File: config.mk
export PLATFORM = sky130hd
export DESIGN_NAME = alu_req_arbiter_flat
export DESIGN_NICKNAME = d
export VERILOG_FILES = /design/src/rtl/alu_req_arbiter_if.sv /design/src/rtl/alu_req_arbiter.sv /design/src/flat_wrapper.sv
export SDC_FILE = /design/constraint.sdc
export NUM_CORES = 1
export LEC_CHECK = 0
export CORE_MARGIN = 1.5
export CORE_UTILIZATION = 65
export CTS_BUF_LIST = sky130_fd_sc_hd__clkbuf_4
export DETAILED_ROUTE_END_ITERATION = 16
export DONT_BUFFER_PORTS = 1
export PLACE_DENSITY = 0.87
export REMOVE_ABC_BUFFERS = 1
export SLEW_MARGIN = 30
export SYNTH_ARGS = -nofsm -noshare
export SYNTH_HDL_FRONTEND = slang
export SYNTH_SLANG_ARGS = --single-unit
File: constraint.sdc
create_clock -name CLK -period 2.7 [get_ports CLK]
set_input_delay 0.27 -clock CLK [delete_from_list [all_inputs] [get_ports CLK]]
set_output_delay 0.27 -clock CLK [all_outputs]
set_load 0.1 [all_outputs]
File: src/rtl/alu_req_arbiter_if.sv
// Request/response and ALU-side bus of the shared-ALU arbiter.
// master = arbiter, slave = requesters plus ALU.
interface alu_req_arbiter_if #(
    parameter int N_REQ = 2,
    parameter int WIDTH = 16
);
    logic [N_REQ-1:0]       REQ_VALID;
    logic [N_REQ-1:0]       REQ_READY;
    logic [4*N_REQ-1:0]     REQ_FUN;
    logic [WIDTH*N_REQ-1:0] REQ_A;
    logic [WIDTH*N_REQ-1:0] REQ_B;
    logic [N_REQ-1:0]       RSP_VALID;
    logic [N_REQ-1:0]       RSP_READY;
    logic [WIDTH-1:0]       RSP_DATA;
    logic                   RSP_ERR;
    logic                   ALU_EN;
    logic [3:0]             ALU_FUN;
    logic [WIDTH-1:0]       ALU_A;
    logic [WIDTH-1:0]       ALU_B;
    logic [WIDTH-1:0]       ALU_OUT;
    logic                   ALU_OUT_VALID;

    modport master (
        input  REQ_VALID, REQ_FUN, REQ_A, REQ_B, RSP_READY, ALU_OUT, ALU_OUT_VALID,
        output REQ_READY, RSP_VALID, RSP_DATA, RSP_ERR, ALU_EN, ALU_FUN, ALU_A, ALU_B
    );

    modport slave (
        output REQ_VALID, REQ_FUN, REQ_A, REQ_B, RSP_READY, ALU_OUT, ALU_OUT_VALID,
        input  REQ_READY, RSP_VALID, RSP_DATA, RSP_ERR, ALU_EN, ALU_FUN, ALU_A, ALU_B
    );
endinterface

File: src/rtl/alu_req_arbiter.sv
// Round-robin arbiter sharing one registered ALU among N_REQ requesters, with
// early rejection of illegal ops and a bounded wait for the ALU result.
module alu_req_arbiter #(
    parameter int N_REQ   = 2,
    parameter int WIDTH   = 16,
    parameter int TIMEOUT = 8
) (
    input logic                CLK,
    input logic                RST,
    alu_req_arbiter_if.master  bus
);
    localparam logic [1:0] ST_IDLE  = 2'd0;
    localparam logic [1:0] ST_ISSUE = 2'd1;
    localparam logic [1:0] ST_WAIT  = 2'd2;
    localparam logic [1:0] ST_RESP  = 2'd3;

    localparam int PTR_W = (N_REQ > 1) ? $clog2(N_REQ) : 1;
    localparam int CNT_W = $clog2(TIMEOUT + 1);

    logic [1:0]       state_r;
    logic [PTR_W-1:0] ptr_r;
    logic [PTR_W-1:0] grant_r;
    logic [CNT_W-1:0] cnt_r;
    logic [3:0]       fun_r;
    logic [WIDTH-1:0] a_r;
    logic [WIDTH-1:0] b_r;
    logic             alu_en_r;
    logic [N_REQ-1:0] rsp_valid_r;
    logic [WIDTH-1:0] rsp_data_r;
    logic             rsp_err_r;

    logic [PTR_W-1:0] grant_s;
    logic             found_s;
    logic             hs_s;
    logic             bad_op_s;
    logic [PTR_W-1:0] ptr_next_s;
    logic [N_REQ-1:0] req_ready_s;
    logic [3:0]       sel_fun_s;
    logic [WIDTH-1:0] sel_a_s;
    logic [WIDTH-1:0] sel_b_s;

    logic [3:0]       fun_arr_s [N_REQ];
    logic [WIDTH-1:0] a_arr_s   [N_REQ];
    logic [WIDTH-1:0] b_arr_s   [N_REQ];

    function automatic logic [N_REQ-1:0] onehot(input logic [PTR_W-1:0] g);
        logic [N_REQ-1:0] v;
        v    = '0;
        v[g] = 1'b1;
        return v;
    endfunction

    for (genvar gi = 0; gi < N_REQ; gi++) begin : g_slice
        assign fun_arr_s[gi] = bus.REQ_FUN[4*gi +: 4];
        assign a_arr_s[gi]   = bus.REQ_A[WIDTH*gi +: WIDTH];
        assign b_arr_s[gi]   = bus.REQ_B[WIDTH*gi +: WIDTH];
    end

    // Round-robin search: scanning downward lets the closest valid slot after ptr win.
    always_comb begin
        logic [PTR_W:0]   sum_v;
        logic [PTR_W-1:0] idx_v;
        grant_s = '0;
        found_s = 1'b0;
        sum_v   = '0;
        idx_v   = '0;
        for (int i = N_REQ - 1; i >= 0; i--) begin
            sum_v = {1'b0, ptr_r} + (PTR_W+1)'(i);
            if (sum_v >= (PTR_W+1)'(N_REQ)) begin
                sum_v = sum_v - (PTR_W+1)'(N_REQ);
            end else begin
                sum_v = sum_v;
            end
            idx_v = sum_v[PTR_W-1:0];
            if (bus.REQ_VALID[idx_v]) begin
                grant_s = idx_v;
                found_s = 1'b1;
            end else begin
                grant_s = grant_s;
                found_s = found_s;
            end
        end
    end

    // Handshake qualification, illegal-op detection and ready decode.
    always_comb begin
        sel_fun_s = fun_arr_s[grant_s];
        sel_a_s   = a_arr_s[grant_s];
        sel_b_s   = b_arr_s[grant_s];
        hs_s      = RST && (state_r == ST_IDLE) && found_s;
        bad_op_s  = (sel_fun_s == 4'b1111) ||
                    ((sel_fun_s == 4'b0011) && (sel_b_s == {WIDTH{1'b0}}));
        if (grant_s == PTR_W'(N_REQ - 1)) begin
            ptr_next_s = '0;
        end else begin
            ptr_next_s = grant_s + PTR_W'(1);
        end
        if (hs_s) begin
            req_ready_s = onehot(grant_s);
        end else begin
            req_ready_s = '0;
        end
    end

    // Main FSM: grant, issue, wait with timeout, hold response until accepted.
    always_ff @(posedge CLK) begin
        if (!RST) begin
            state_r     <= ST_IDLE;
            ptr_r       <= '0;
            grant_r     <= '0;
            cnt_r       <= '0;
            fun_r       <= 4'b0000;
            a_r         <= '0;
            b_r         <= '0;
            alu_en_r    <= 1'b0;
            rsp_valid_r <= '0;
            rsp_data_r  <= '0;
            rsp_err_r   <= 1'b0;
        end else begin
            alu_en_r <= 1'b0;
            case (state_r)
                ST_IDLE: begin
                    if (hs_s) begin
                        grant_r <= grant_s;
                        ptr_r   <= ptr_next_s;
                        fun_r   <= sel_fun_s;
                        a_r     <= sel_a_s;
                        b_r     <= sel_b_s;
                        if (bad_op_s) begin
                            rsp_valid_r <= onehot(grant_s);
                            rsp_data_r  <= {WIDTH{1'b1}};
                            rsp_err_r   <= 1'b1;
                            state_r     <= ST_RESP;
                        end else begin
                            alu_en_r <= 1'b1;
                            state_r  <= ST_ISSUE;
                        end
                    end
                end
                ST_ISSUE: begin
                    cnt_r   <= '0;
                    state_r <= ST_WAIT;
                end
                ST_WAIT: begin
                    if (bus.ALU_OUT_VALID) begin
                        rsp_valid_r <= onehot(grant_r);
                        rsp_data_r  <= bus.ALU_OUT;
                        rsp_err_r   <= 1'b0;
                        state_r     <= ST_RESP;
                    end else if (cnt_r == CNT_W'(TIMEOUT - 1)) begin
                        rsp_valid_r <= onehot(grant_r);
                        rsp_data_r  <= {WIDTH{1'b1}};
                        rsp_err_r   <= 1'b1;
                        state_r     <= ST_RESP;
                    end else begin
                        cnt_r <= cnt_r + CNT_W'(1);
                    end
                end
                ST_RESP: begin
                    if (bus.RSP_READY[grant_r]) begin
                        rsp_valid_r <= '0;
                        state_r     <= ST_IDLE;
                    end
                end
                default: begin
                    state_r <= ST_IDLE;
                end
            endcase
        end
    end

    assign bus.REQ_READY = req_ready_s;
    assign bus.RSP_VALID = rsp_valid_r;
    assign bus.RSP_DATA  = rsp_data_r;
    assign bus.RSP_ERR   = rsp_err_r;
    assign bus.ALU_EN    = alu_en_r;
    assign bus.ALU_FUN   = fun_r;
    assign bus.ALU_A     = a_r;
    assign bus.ALU_B     = b_r;
endmodule
File: src/flat_wrapper.sv
// flat-port wrapper written by rule: the top's interface ports become plain ports
module alu_req_arbiter_flat 
#(
    parameter int N_REQ   = 2,
    parameter int WIDTH   = 16,
    parameter int TIMEOUT = 8
)
  (CLK, RST, bus_REQ_VALID, bus_REQ_FUN, bus_REQ_A, bus_REQ_B, bus_RSP_READY, bus_ALU_OUT, bus_ALU_OUT_VALID, bus_REQ_READY, bus_RSP_VALID, bus_RSP_DATA, bus_RSP_ERR, bus_ALU_EN, bus_ALU_FUN, bus_ALU_A, bus_ALU_B);
  alu_req_arbiter_if #(.N_REQ(N_REQ), .WIDTH(WIDTH)) bus_i ();
  input logic CLK;
  input logic RST;
  input wire logic [$bits(bus_i.REQ_VALID)-1:0] bus_REQ_VALID;
  input wire logic [$bits(bus_i.REQ_FUN)-1:0] bus_REQ_FUN;
  input wire logic [$bits(bus_i.REQ_A)-1:0] bus_REQ_A;
  input wire logic [$bits(bus_i.REQ_B)-1:0] bus_REQ_B;
  input wire logic [$bits(bus_i.RSP_READY)-1:0] bus_RSP_READY;
  input wire logic [$bits(bus_i.ALU_OUT)-1:0] bus_ALU_OUT;
  input wire logic [$bits(bus_i.ALU_OUT_VALID)-1:0] bus_ALU_OUT_VALID;
  output wire logic [$bits(bus_i.REQ_READY)-1:0] bus_REQ_READY;
  output wire logic [$bits(bus_i.RSP_VALID)-1:0] bus_RSP_VALID;
  output wire logic [$bits(bus_i.RSP_DATA)-1:0] bus_RSP_DATA;
  output wire logic [$bits(bus_i.RSP_ERR)-1:0] bus_RSP_ERR;
  output wire logic [$bits(bus_i.ALU_EN)-1:0] bus_ALU_EN;
  output wire logic [$bits(bus_i.ALU_FUN)-1:0] bus_ALU_FUN;
  output wire logic [$bits(bus_i.ALU_A)-1:0] bus_ALU_A;
  output wire logic [$bits(bus_i.ALU_B)-1:0] bus_ALU_B;
  assign bus_i.REQ_VALID = bus_REQ_VALID;
  assign bus_i.REQ_FUN = bus_REQ_FUN;
  assign bus_i.REQ_A = bus_REQ_A;
  assign bus_i.REQ_B = bus_REQ_B;
  assign bus_i.RSP_READY = bus_RSP_READY;
  assign bus_i.ALU_OUT = bus_ALU_OUT;
  assign bus_i.ALU_OUT_VALID = bus_ALU_OUT_VALID;
  assign bus_REQ_READY = bus_i.REQ_READY;
  assign bus_RSP_VALID = bus_i.RSP_VALID;
  assign bus_RSP_DATA = bus_i.RSP_DATA;
  assign bus_RSP_ERR = bus_i.RSP_ERR;
  assign bus_ALU_EN = bus_i.ALU_EN;
  assign bus_ALU_FUN = bus_i.ALU_FUN;
  assign bus_ALU_A = bus_i.ALU_A;
  assign bus_ALU_B = bus_i.ALU_B;
  alu_req_arbiter #(.N_REQ(N_REQ), .WIDTH(WIDTH), .TIMEOUT(TIMEOUT)) u_core (.CLK(CLK), .RST(RST), .bus(bus_i));
endmodule
==> summary.md <==
| Metric | Value |
|---|---|
| Status | finished clean |
| Cells after DPL | 429 |
| Slowest CP cell | or2_2 |
| Layout area overhead | 23.7% |
| Initial DRC count | 194 |
| MaxCap Viol Count | 0 |
| TritonRoute pass-1 iters | 4 |
| Non-Filler Instances | 474 |
| Clock sink total | 64 |
| Core area | 4410 sq um |
| Final Hold Vio Count | 0 |
| Total Power | roughly 0.0031 W |
| Leak | approximately 1.6 nW |
| Final period utilization | 92.0% |
| Top-count cell post-synth | dfxtp_1 |
| FFs w/ async S/R, synth | 0% |
| Clk buf depth | 2 |
| Top post-synthesis cells by count | dfxtp_1, nand2_1, nor2_1 |
| Syn Std Cell Area | 3030 sq um |
| Largest net degree at the start of global routing | 38 |
| CTS Root Cell | clkbuf_4 |
| Required @ worst endpoint | between 2 and 2.5 ns |
| Synth Register Bits | 64 |
| Die area | 5070 sq um |
| Fin. max-slew vios | 0 |
| PostCTS Resize Cnt | 0 |
| Seq/Total Area, Yosys | ~42% |
| Diodes inserted | 0 |
| Synth top area cells | dfxtp_1, mux2i_1, nand2_1 |
| Std cell rows | 24 |
| Slew @ Worst Pin | 0.997 ns |
| Final nets | roughly 520 |
| Worst setup SP type | flop |
| Worst-path clk slew | around 0.10 ns |
| Drt drc | 0 |
| Htree depth | 3 |
| CTS tree | built |
| Normalized max-slew margin | 33.4% |
| Synth Instances | 356 |
| PwrDens | 835 nW/um^2 |
| Synthesized area per cell | 8.50 sq um |
| Cell variety after synth | just over 40 |
| CP Buf/Inv Count | 3 |
| Num CTS Buffers | 9 |
| Final setup fails | 0 |
| Routed Wire Length | between 9000 and 10000 um |
| Wire per inst | 19.3 um |
| Most used cell, CP | inv_1 |
| HPWL after DPL | about 5600 um |
| Area of the multi-input gates | 1590 sq um |
| RSZ-0062 raised after global routing | false |
| IO buf count | 0 |
| Die W | ~71 um |
| Chip height | 71.2 um |
| Post-layout util | 84.8% |
| Worst path max stage delay | 0.43 ns |
| Routed vias | 3019 |
| Critical Path Sink Type | primary output |
| First-pass GRT wire length | between 10000 and 15000 um |
| Crit-path max FO | 14 |
| FF+latch area | 1280 sq um |
| Pre-CTS setup slack | 0.277 ns |
| Worst reg2reg setup slack | 0.28 ns |
| Ports | 153 |
| Cell family with most CP delay | simple AND/OR/NAND/NOR gates |
| Cell accounting for the most synthesized area | dfxtp_1 |
| Clock period minus worst slack | 2.48 ns |
| Share of the synthesized area in the top cell type | 42.3% |
| ANT nets after route | 0 |
| Setup ws final | ~0.22 ns |
| Peak VDD IR | 503 uV |
| Clock Skews | 0.00784 ns |
| Crit path cell chain | inv_1 -> ha_1 -> inv_1 -> or2_2 -> nor2_2 -> buf_4 |
| Synth warnings | 0 |
| Fill count | about 260 |
| Vias in the first global route | 2818 |
| Via density | approximately 6.4 |
| Routability congestion estimate | 0.857 |
| Initial Util | 68.6% |
| Worst setup path class | flop to primary output |
| EDFF count, synth | 0 |
| Total congestion overflow | 0 |
| GRT Overall Usage | 33.5% |
| Clock latency at the later pin of the worst-skew pair | slightly above 0.4 ns |
| Min-delay worst type | primary input to flop |
| Critical path data arrival time | 2.21 ns |
| Layout cells sized above 1 | 19.0% |
| Postcts setup bufs | 0 |
| Max Freq | 403 MHz |
| Synth Flop Type | dfxtp_1 |
| Initial antenna violation count | 0 |
[state kept, by name, summed over array words and instances (netlist names)]
| register | cells |
|---|---|
| u_core.bus.ALU_A | 16 |
| u_core.bus.ALU_B | 16 |
| u_core.bus.ALU_EN | 1 |
| u_core.bus.ALU_FUN | 4 |
| u_core.bus.RSP_DATA | 16 |
| u_core.bus.RSP_ERR | 1 |
| u_core.bus.RSP_VALID | 2 |
| u_core.cnt_r | 4 |
| u_core.grant_r | 1 |
| u_core.ptr_r | 1 |
| u_core.state_r | 2 |
[power breakdown]
group | total, W | internal [W] | switching [W] | leakage (nW)
clock network | 0.000532 | 0.000201 | 0.000331 | 0.0678
logic | 0.00107 | 0.000275 | 0.000792 | 0.982
registers | 0.00153 | 0.00107 | 0.000461 | 0.525
[kinds of logic after synthesis]
logic type	synth area share, %
AOI/OAI and AO/OA	20.3
xor gates and xnor gates	0.289
adders and majority gates	2.48
buffers and inverters	5.75
DFF	42.3
muxes	7.61
and+or+nand+nor	21.3
[per-layer routing]
layer  global-route usage [%]  wire, um  up-vias  share of wire (%)
li1                         -         -     1397                  -
met1                     36.3      3360     1418                 37
met2                     59.4      4700      177                 51
met3                     13.1       846       27                9.2
met4                     11.5       258        0                2.8
met5                        0         0        -                  0
[per-stage QoR]
stage | TNS [ns] | area [sq um] | hold WS [ns]
final | 0 | 3740 | 0.0175
after global routing | 0 | 3740 | 0.00338
after CTS | 0 | 3630 | 0.000162
after detailed placement | 0 | 3340 | 0.403
after global placement | 0 | 3340 | 0.397
after floorplan | -6.58 | 2930 | 0.392
[layout by cell type, fill, tap and decap left out, drive strengths merged, types with 7 or more instances in the layout]
cell type and count:
mux2i 23, nand3 25, buf 44, clkbuf 11, a311oi 16, nor2 44
o21ai 25, dfxtp 64, nand2 49, a21oi 7, a221oi 16, dlygate4sd3 29
inv 21
[final timing paths]
kind / from / to / depth (start not counted)
worst max-delay path: u_core.state_r[0] / bus_REQ_READY[1] / 6
worst min-delay path: bus_REQ_A[25] / u_core.bus.ALU_A[9] / 2
worst min register to register: u_core.bus.ALU_B[7] / u_core.bus.ALU_B[7] / 2
worst max register to register: u_core.state_r[0] / u_core.bus.RSP_DATA[14] / 7
[worst register-to-register path: cells and delay by family, from the launching register on]
kind / cells / cell delay, ns
fa+ha+maj: 1 / 0.30
flops: 1 / 0.34
simple gates: 1 / 0.43
compound gates: 2 / 0.76
buf+inv: 3 / 0.48
[repair_timing]
action / 4_1_cts / 5_1_grt
hold endpoints to repair: 32 / 10
endpoints found under the setup margin: 0 / 0
hold buffers: 18 / 11
[layout make-up]
| class | count | share of cell area (%) |
|---|---|---|
| Timing Repair Buffer | 73 | 16.6 |
| Clock inverter | 5 | 0.635 |
| Tap cell | 52 | 1.74 |
| Clock buffer | 11 | 2.21 |
| Inverter | 21 | 2.10 |
| Sequential cell | 64 | 34.2 |
| Multi-Input combinational cell | 248 | 42.5 |
Note: power is estimated with default switching activity, not from simulation.
